==> config.mk <==
export PLATFORM = sky130hd
export DESIGN_NAME = fp_addmul_pipelined
export DESIGN_NICKNAME = d
export VERILOG_FILES = /design/src/rtl/fp_addmul_pipelined.sv
export SDC_FILE = /design/constraint.sdc
export NUM_CORES = 2
export LEC_CHECK = 0
export CORE_ASPECT_RATIO = 1.25
export CORE_MARGIN = 5
export CORE_UTILIZATION = 45
export CTS_BUF_LIST = sky130_fd_sc_hd__clkbuf_16
export DETAILED_ROUTE_END_ITERATION = 8
export GPL_TIMING_DRIVEN = 0
export PLACE_DENSITY = 0.62
export SLEW_MARGIN = 30
export SYNTH_ARGS = -nofsm -noshare
export SYNTH_HDL_FRONTEND = slang
export SYNTH_SLANG_ARGS = --single-unit
==> constraint.sdc <==
create_clock -name i_clk -period 9.1 [get_ports i_clk]
set_input_delay 1.82 -clock i_clk [delete_from_list [all_inputs] [get_ports i_clk]]
set_output_delay 1.82 -clock i_clk [all_outputs]
set_load 0.02 [all_outputs]
==> src/rtl/fp_addmul_pipelined.sv <==
// -----------------------------------------------------------------------------
// fp_addmul_pipelined
//
// Streaming floating-point add / subtract / multiply unit. The exponent and
// mantissa widths are parameters. Results are truncated (round toward zero),
// denormal operands are flushed to zero, and overflow, underflow and invalid
// flags are raised for each beat.
//
// Pipeline: operand capture -> S1 decode/align or multiply -> S2 add/normalise
// -> S3 pack/flags. A beat accepted at edge N is presented after edge N+3.
// All stages advance together whenever the output is empty or being consumed.
//
// Ports:
//   i_clk        clock, rising edge
//   i_RESET      synchronous active-high reset; flushes every stage
//   i_valid      operand beat valid
//   o_ready      beat is accepted this cycle (= !o_valid | i_ready)
//   i_op         00 add, 01 sub (A-B), 10 mul, 11 reserved (gives invalid)
//   i_A, i_B     operands {sign, exponent, mantissa}
//   o_valid      result valid
//   i_ready      downstream accepts the result
//   o_result     result word
//   o_overflow   result saturated to infinity
//   o_underflow  nonzero result flushed to zero
//   o_invalid    invalid operation; o_result is the canonical NaN
// -----------------------------------------------------------------------------
module fp_addmul_pipelined #(
  parameter int EXP_W = 8,
  parameter int MAN_W = 23
) (
  input  logic                 i_clk,
  input  logic                 i_RESET,
  input  logic                 i_valid,
  output logic                 o_ready,
  input  logic [1:0]           i_op,
  input  logic [EXP_W+MAN_W:0] i_A,
  input  logic [EXP_W+MAN_W:0] i_B,
  output logic                 o_valid,
  input  logic                 i_ready,
  output logic [EXP_W+MAN_W:0] o_result,
  output logic                 o_overflow,
  output logic                 o_underflow,
  output logic                 o_invalid
);
  localparam int W     = 1 + EXP_W + MAN_W;
  localparam int M     = MAN_W + 1;                         // mantissa incl. hidden bit
  localparam int BIAS  = (1 << (EXP_W - 1)) - 1;
  localparam int XW    = EXP_W + $clog2(MAN_W + 4) + 2;     // room for lzc subtraction
  localparam int LZW   = $clog2(M + 3) + 1;
  localparam int SHMAX = MAN_W + 3;
  localparam int PW    = MAN_W + 2;                         // kept product bits
  localparam logic [W-1:0] QNAN = {1'b0, {EXP_W{1'b1}}, 1'b1, {(MAN_W-1){1'b0}}};
  localparam logic signed [XW-1:0] EMAX = XW'((1 << EXP_W) - 1);

  logic w_advance;
  assign w_advance = !o_valid || i_ready;
  assign o_ready   = w_advance;

  // ---------------------------------------------------------------------------
  // Operand capture
  // ---------------------------------------------------------------------------
  logic         r0_valid;
  logic [1:0]   r0_op;
  logic [W-1:0] r0_a, r0_b;

  always_ff @(posedge i_clk) begin
    if (i_RESET) begin
      r0_valid <= 1'b0;
      r0_op    <= '0;
      r0_a     <= '0;
      r0_b     <= '0;
    end else if (w_advance) begin
      r0_valid <= i_valid;
      r0_op    <= i_op;
      r0_a     <= i_A;
      r0_b     <= i_B;
    end
  end

  // ---------------------------------------------------------------------------
  // S1: decode, special cases, swap/align for add, mantissa product for mul
  // ---------------------------------------------------------------------------
  logic [W-1:0]     w_opnd [2];
  logic             w_sgn  [2];
  logic [EXP_W-1:0] w_exp  [2];
  logic [MAN_W-1:0] w_frac [2];
  logic             w_zero [2];
  logic             w_inf  [2];
  logic             w_nan  [2];

  assign w_opnd[0] = r0_a;
  assign w_opnd[1] = r0_b;

  for (genvar gi = 0; gi < 2; gi++) begin : g_dec
    assign w_sgn[gi]  = w_opnd[gi][W-1];
    assign w_exp[gi]  = w_opnd[gi][W-2 -: EXP_W];
    assign w_frac[gi] = w_opnd[gi][MAN_W-1:0];
    // exponent 0 covers both true zero and flushed denormals
    assign w_zero[gi] = (w_exp[gi] == '0);
    assign w_inf[gi]  = (w_exp[gi] == '1) && (w_frac[gi] == '0);
    assign w_nan[gi]  = (w_exp[gi] == '1) && (w_frac[gi] != '0);
  end

  logic w_is_mul, w_sbe, w_smul;
  assign w_is_mul = (r0_op == 2'b10);
  assign w_sbe    = w_sgn[1] ^ (r0_op == 2'b01);   // subtract = add with B negated
  assign w_smul   = w_sgn[0] ^ w_sgn[1];

  logic         w_spec, w_spec_inv;
  logic [W-1:0] w_spec_res;

  always_comb begin
    w_spec     = 1'b1;
    w_spec_inv = 1'b0;
    w_spec_res = '0;
    if (r0_op == 2'b11 || w_nan[0] || w_nan[1]) begin
      w_spec_res = QNAN;
      w_spec_inv = 1'b1;
    end else if (w_is_mul) begin
      if ((w_inf[0] && w_zero[1]) || (w_zero[0] && w_inf[1])) begin
        w_spec_res = QNAN;
        w_spec_inv = 1'b1;
      end else if (w_inf[0] || w_inf[1]) begin
        w_spec_res = {w_smul, {EXP_W{1'b1}}, {MAN_W{1'b0}}};
      end else if (w_zero[0] || w_zero[1]) begin
        w_spec_res = {w_smul, {(W-1){1'b0}}};
      end else begin
        w_spec = 1'b0;
      end
    end else begin
      if (w_inf[0] && w_inf[1] && (w_sgn[0] != w_sbe)) begin
        w_spec_res = QNAN;
        w_spec_inv = 1'b1;
      end else if (w_inf[0]) begin
        w_spec_res = {w_sgn[0], {EXP_W{1'b1}}, {MAN_W{1'b0}}};
      end else if (w_inf[1]) begin
        w_spec_res = {w_sbe, {EXP_W{1'b1}}, {MAN_W{1'b0}}};
      end else if (w_zero[0] && w_zero[1]) begin
        // only (-0)+(-0) keeps a negative sign
        w_spec_res = {w_sgn[0] & w_sbe, {(W-1){1'b0}}};
      end else if (w_zero[0]) begin
        w_spec_res = {w_sbe, w_exp[1], w_frac[1]};
      end else if (w_zero[1]) begin
        w_spec_res = {w_sgn[0], w_exp[0], w_frac[0]};
      end else begin
        w_spec = 1'b0;
      end
    end
  end

  // Add path: larger magnitude first so the difference never goes negative.
  logic             w_a_ge_b, w_sl, w_ss;
  logic [EXP_W-1:0] w_el, w_es;
  logic [MAN_W-1:0] w_fl, w_fs;
  logic [XW-1:0]    w_diff, w_shamt;
  logic [M+1:0]     w_ml_ext, w_ms_ext, w_ms_al;

  assign w_a_ge_b = {w_exp[0], w_frac[0]} >= {w_exp[1], w_frac[1]};
  assign w_el     = w_a_ge_b ? w_exp[0]  : w_exp[1];
  assign w_es     = w_a_ge_b ? w_exp[1]  : w_exp[0];
  assign w_fl     = w_a_ge_b ? w_frac[0] : w_frac[1];
  assign w_fs     = w_a_ge_b ? w_frac[1] : w_frac[0];
  assign w_sl     = w_a_ge_b ? w_sgn[0]  : w_sbe;
  assign w_ss     = w_a_ge_b ? w_sbe     : w_sgn[0];
  assign w_diff   = XW'(w_el) - XW'(w_es);
  // past MAN_W+3 every bit of the smaller operand is shifted out anyway
  assign w_shamt  = (w_diff > XW'(SHMAX)) ? XW'(SHMAX) : w_diff;
  assign w_ml_ext = {1'b1, w_fl, 2'b00};
  assign w_ms_ext = {1'b1, w_fs, 2'b00};
  assign w_ms_al  = w_ms_ext >> w_shamt;

  // Mul path
  logic [2*M-1:0] w_prod;
  logic [XW-1:0]  w_mexp;
  assign w_prod = {{M{1'b0}}, 1'b1, w_frac[0]} * {{M{1'b0}}, 1'b1, w_frac[1]};
  assign w_mexp = XW'(w_exp[0]) + XW'(w_exp[1]) - XW'(BIAS);

  logic          r1_valid, r1_mul, r1_spec, r1_spec_inv, r1_sign, r1_sub;
  logic [W-1:0]  r1_spec_res;
  logic [XW-1:0] r1_exp;
  logic [M+1:0]  r1_ml, r1_ms;
  logic [PW-1:0] r1_prod;

  always_ff @(posedge i_clk) begin
    if (i_RESET) begin
      r1_valid    <= 1'b0;
      r1_mul      <= 1'b0;
      r1_spec     <= 1'b0;
      r1_spec_inv <= 1'b0;
      r1_spec_res <= '0;
      r1_sign     <= 1'b0;
      r1_sub      <= 1'b0;
      r1_exp      <= '0;
      r1_ml       <= '0;
      r1_ms       <= '0;
      r1_prod     <= '0;
    end else if (w_advance) begin
      r1_valid    <= r0_valid;
      r1_mul      <= w_is_mul;
      r1_spec     <= w_spec;
      r1_spec_inv <= w_spec_inv;
      r1_spec_res <= w_spec_res;
      r1_sign     <= w_is_mul ? w_smul : w_sl;
      r1_sub      <= w_sl ^ w_ss;
      r1_exp      <= w_is_mul ? w_mexp : XW'(w_el);
      r1_ml       <= w_ml_ext;
      r1_ms       <= w_ms_al;
      // only the top bits of the product survive truncation
      r1_prod     <= PW'(w_prod >> (2*M - PW));
    end
  end

  // ---------------------------------------------------------------------------
  // S2: add/subtract and normalise
  // ---------------------------------------------------------------------------
  logic [M+2:0]     w_sum;
  logic [LZW-1:0]   w_lzc;
  logic [MAN_W-1:0] w_norm_man;
  logic [MAN_W-1:0] w_s2_man;
  logic [XW-1:0]    w_s2_exp;
  logic             w_s2_zero;

  assign w_sum = r1_sub ? ({1'b0, r1_ml} - {1'b0, r1_ms})
                        : ({1'b0, r1_ml} + {1'b0, r1_ms});

  // leading-zero count of the non-carry part; the highest set bit wins
  always_comb begin
    w_lzc = LZW'(M + 2);
    for (int i = 0; i < M + 2; i++) begin
      if (w_sum[i]) w_lzc = LZW'(M + 1 - i);
    end
  end

  // after the left shift the hidden bit sits at M+1; stored bits are [M:2]
  assign w_norm_man = MAN_W'((w_sum[M+1:0] << w_lzc) >> 2);

  always_comb begin
    w_s2_man  = '0;
    w_s2_exp  = r1_exp;
    w_s2_zero = 1'b0;
    if (r1_mul) begin
      if (r1_prod[PW-1]) begin
        w_s2_man = r1_prod[PW-2:1];
        w_s2_exp = r1_exp + XW'(1);
      end else begin
        w_s2_man = r1_prod[PW-3:0];
      end
    end else if (w_sum == '0) begin
      w_s2_zero = 1'b1;                 // exact cancellation -> +0
    end else if (w_sum[M+2]) begin
      w_s2_man = w_sum[M+1:3];
      w_s2_exp = r1_exp + XW'(1);
    end else begin
      w_s2_man = w_norm_man;
      w_s2_exp = r1_exp - XW'(w_lzc);
    end
  end

  logic             r2_valid, r2_spec, r2_spec_inv, r2_sign, r2_zero;
  logic [W-1:0]     r2_spec_res;
  logic [XW-1:0]    r2_exp;
  logic [MAN_W-1:0] r2_man;

  always_ff @(posedge i_clk) begin
    if (i_RESET) begin
      r2_valid    <= 1'b0;
      r2_spec     <= 1'b0;
      r2_spec_inv <= 1'b0;
      r2_spec_res <= '0;
      r2_sign     <= 1'b0;
      r2_zero     <= 1'b0;
      r2_exp      <= '0;
      r2_man      <= '0;
    end else if (w_advance) begin
      r2_valid    <= r1_valid;
      r2_spec     <= r1_spec;
      r2_spec_inv <= r1_spec_inv;
      r2_spec_res <= r1_spec_res;
      r2_sign     <= r1_sign;
      r2_zero     <= w_s2_zero;
      r2_exp      <= w_s2_exp;
      r2_man      <= w_s2_man;
    end
  end

  // ---------------------------------------------------------------------------
  // S3: exponent range check, pack, flags
  // ---------------------------------------------------------------------------
  logic [W-1:0] w_s3_res;
  logic         w_s3_ovf, w_s3_unf, w_s3_inv;

  always_comb begin
    w_s3_res = {r2_sign, r2_exp[EXP_W-1:0], r2_man};
    w_s3_ovf = 1'b0;
    w_s3_unf = 1'b0;
    w_s3_inv = 1'b0;
    if (r2_spec) begin
      w_s3_res = r2_spec_res;
      w_s3_inv = r2_spec_inv;
    end else if (r2_zero) begin
      w_s3_res = '0;
    end else if ($signed(r2_exp) >= EMAX) begin
      w_s3_res = {r2_sign, {EXP_W{1'b1}}, {MAN_W{1'b0}}};
      w_s3_ovf = 1'b1;
    end else if (r2_exp[XW-1] || r2_exp == '0) begin
      w_s3_res = {r2_sign, {(W-1){1'b0}}};
      w_s3_unf = 1'b1;
    end
  end

  logic         r3_valid, r3_ovf, r3_unf, r3_inv;
  logic [W-1:0] r3_res;

  always_ff @(posedge i_clk) begin
    if (i_RESET) begin
      r3_valid <= 1'b0;
      r3_res   <= '0;
      r3_ovf   <= 1'b0;
      r3_unf   <= 1'b0;
      r3_inv   <= 1'b0;
    end else if (w_advance) begin
      r3_valid <= r2_valid;
      r3_res   <= w_s3_res;
      r3_ovf   <= w_s3_ovf;
      r3_unf   <= w_s3_unf;
      r3_inv   <= w_s3_inv;
    end
  end

  assign o_valid     = r3_valid;
  assign o_result    = r3_res;
  assign o_overflow  = r3_ovf;
  assign o_underflow = r3_unf;
  assign o_invalid   = r3_inv;

endmodule

==> run metrics <==
min-delay worst type reg -> reg; area share of the leading cell type in the synthesized netlist 25.4%; clk_skew 20.8 ps; Crit Reg-Reg Endpoint r1_ms[9]; Final Cycle Share 98.8%; minimum clock period 8990 ps; Synth Flop Type dfxtp_1; crit-path max cell delay 830 ps; deepest level of the CTS H-tree 2; asr flop ratio synth 0%; die width 271 um; crit start category register; CP endpoint kind register; Mapped Area 38200 um^2; fmax 111 MHz; cts bufs inserted 37; fin cells 5991; largest area contributor in the netlist fa_1; routed length per instance 30.6 um; largest net degree at the start of global routing 19; Worst EP required 9620 ps; sequential share of the synthesized area 15.8%; Area Overhead vs Synth 11.2%; PortBufs 105; vias per cell 6.06; commonest cells after routing, fill and taps aside nand2_1, inv_1, fa_1; leakage 18.6 nW; DP HPWL 149000 um; Hold EP r1_valid; worst-case clock buffer depth 3; crit path max-delay cell type dfxtp_1; Critical path buffers and inverters 6; Slew headroom 27.1%; reg-to-reg slack, setup 110 ps; Hold Path Cell Cnt 2; Placer Congestion 1.05; dpl cells 5922; Worst-path clk slew 60 ps; Root Driver clkbuf_16; DRT antenna net count 0; Final Hold Fails 0; First-pass DRT Iterations 6; Reg2Reg Depth 25; drt initial violations 3771; Initial Util 45.3%; Post-Syn Nets 5571; Top delay family on crit path compound AO/OA/AOI/OAI gates; vias 36300; Max-Cap Viols 0; Boundary Pins 107; Remaining Overflow, GRT 0; Mean Syn Cell Area 8.08 um^2; number of global-route vias before repair 36900; row cnt 119; CP max FO 10; cell area power density 188 nW/um^2; WL final 183000 um; status finished clean; Yosys cell types 91; Remaining DRCs 0; final net count 5716; Hold-fix buffers, CTS 0; flops & latches, synth 301; core area 84300 um^2; maximum vdd drop 0.142 mV; first-pass GRT wire length 260000 um; most common cell after layout, fill and taps aside nand2_1; clk sink count 301; cells after synthesis 4724; Synth area leaders fa_1, dfxtp_1, ha_1; cell area after placement 40700 um^2; Ys Warns 0; share of layout cells above drive strength 1 6.50%; Die Y 336 um; Worst EP arrival 9510 ps; r2r startpoint r0_b[22]; Hold Crit Start r1_valid; worst-margin pin slew 1090 ps; RSZ-0062 raised after global routing no; final instance area 42400 um^2; fin util 50.4%; CTS tree yes; Post-synth EDFFs 0; clk_lat worst skew 580 ps; Slew Limit Fails 0; Die ar. 90800 um^2; GRT Overall Usage 39.4%; Setup violations, final 0; antenna violations before repair 11; worst setup path class reg -> reg
==> where the power goes <==
group          leakage [nW]  internal, W  switching [W]
clock network         0.603     0.000878       0.000664
registers              2.48      0.00149       0.000185
logic                  15.5      0.00174        0.00304
total                  18.6      0.00410        0.00389
==> Yosys cell counts (26+ instances only) <==
master,n
a2111oi_0,26
a211oi_1,53
a21o_1,33
a21oi_1,301
a221oi_1,35
a22oi_1,42
a311oi_1,34
a31oi_1,28
and2_1,217
clkbuf_1,285
dfxtp_1,301
fa_1,484
ha_1,293
inv_1,641
mux2i_1,70
nand2_1,747
nand3_1,57
nor2_1,314
nor3_1,71
nor4_1,29
o211ai_1,38
o21ai_0,122
xnor2_1,54
==> through the flow <==
stage          setup TNS, ps  hold WS, ps  power [W]  setup WS [ps]
4_1_cts                -95.1          453    0.00788          -95.1
3_5_place_dp          -58720          444    0.00623          -1950
6_report                   0          454    0.00800            106
2_1_floorplan              0          425    0.00453           1140
5_1_grt                    0          477    0.00842           4.69
3_3_place_gp          -65960          436    0.00623          -2120
==> sequential cells by signal, summed over array words and instances (netlist names), 2 cells and up <==
register and flops:
o_result 32, r0_a 32, r0_b 32, r1_spec_res 32
r2_spec_res 32, r1_ms 26, r1_prod 25, r1_ml 24
r2_man 23, r2_exp 15, r1_exp 10, r0_op 2
==> kinds of logic after synthesis <==
family                     count (synthesis)  share of synthesized area [%]
AOI/OAI and AO/OA                        917                           16.3
xor gates and xnor gates                  71                           1.65
adders and majority gates                777                           35.0
buffers and inverters                    980                           9.79
DFF                                      301                           15.8
muxes                                     95                           2.66
and+or+nand+nor                         1583                           18.8
==> worst min-delay path: cells and delay by family (launching register included) <==
kind            cells  cell delay (ps)
simple gates        1               50
compound gates      1               50
flops               1              310
==> per-layer routing <==
layer / track usage [%] / routed length (um) / share of wire (%) / vias up
li1: - / - / - / 15900
met1: 42.4 / 62200 / 34 / 17800
met2: 66.6 / 86200 / 47 / 1978
met3: 7.33 / 14400 / 7.9 / 675
met4: 34.5 / 20200 / 11 / 6
met5: 0 / 50 / 0.027 / -
==> what timing repair did <==
| action | CTS | global route |
|---|---|---|
| pin swaps | 2 | 2 |
| endpoints found under the setup margin | 51 | 32 |
| setup buffers | 2 | 0 |
| gates resized for setup | 172 | 102 |
==> worst max-delay path by stage <==
stage,start,to,slack (ps),cells after the start
2_1_floorplan,r0_a[16],r1_prod[21],1140,31
4_1_cts,r0_a[13],r1_prod[24],-100,30
5_1_grt,r0_b[10],r1_prod[23],5,31
3_5_place_dp,r0_a[0],r1_prod[24],-1950,30
3_3_place_gp,r0_b[18],r1_ms[9],-2120,26
6_report,r0_b[22],r1_ms[9],110,25
==> layout make-up <==
cell class	count	area [um^2]
diodes	6	15.0
plain buffers	330	1710
clock buffers	38	951
clock inverters	28	265
fillers	8420	41800
inverters	645	2420
multi-input cells	3443	28600
flip-flops and latches	301	6050
well taps	1089	1360
repair buffers	111	1110
No activity file was read; power rests on OpenSTA's default activity.
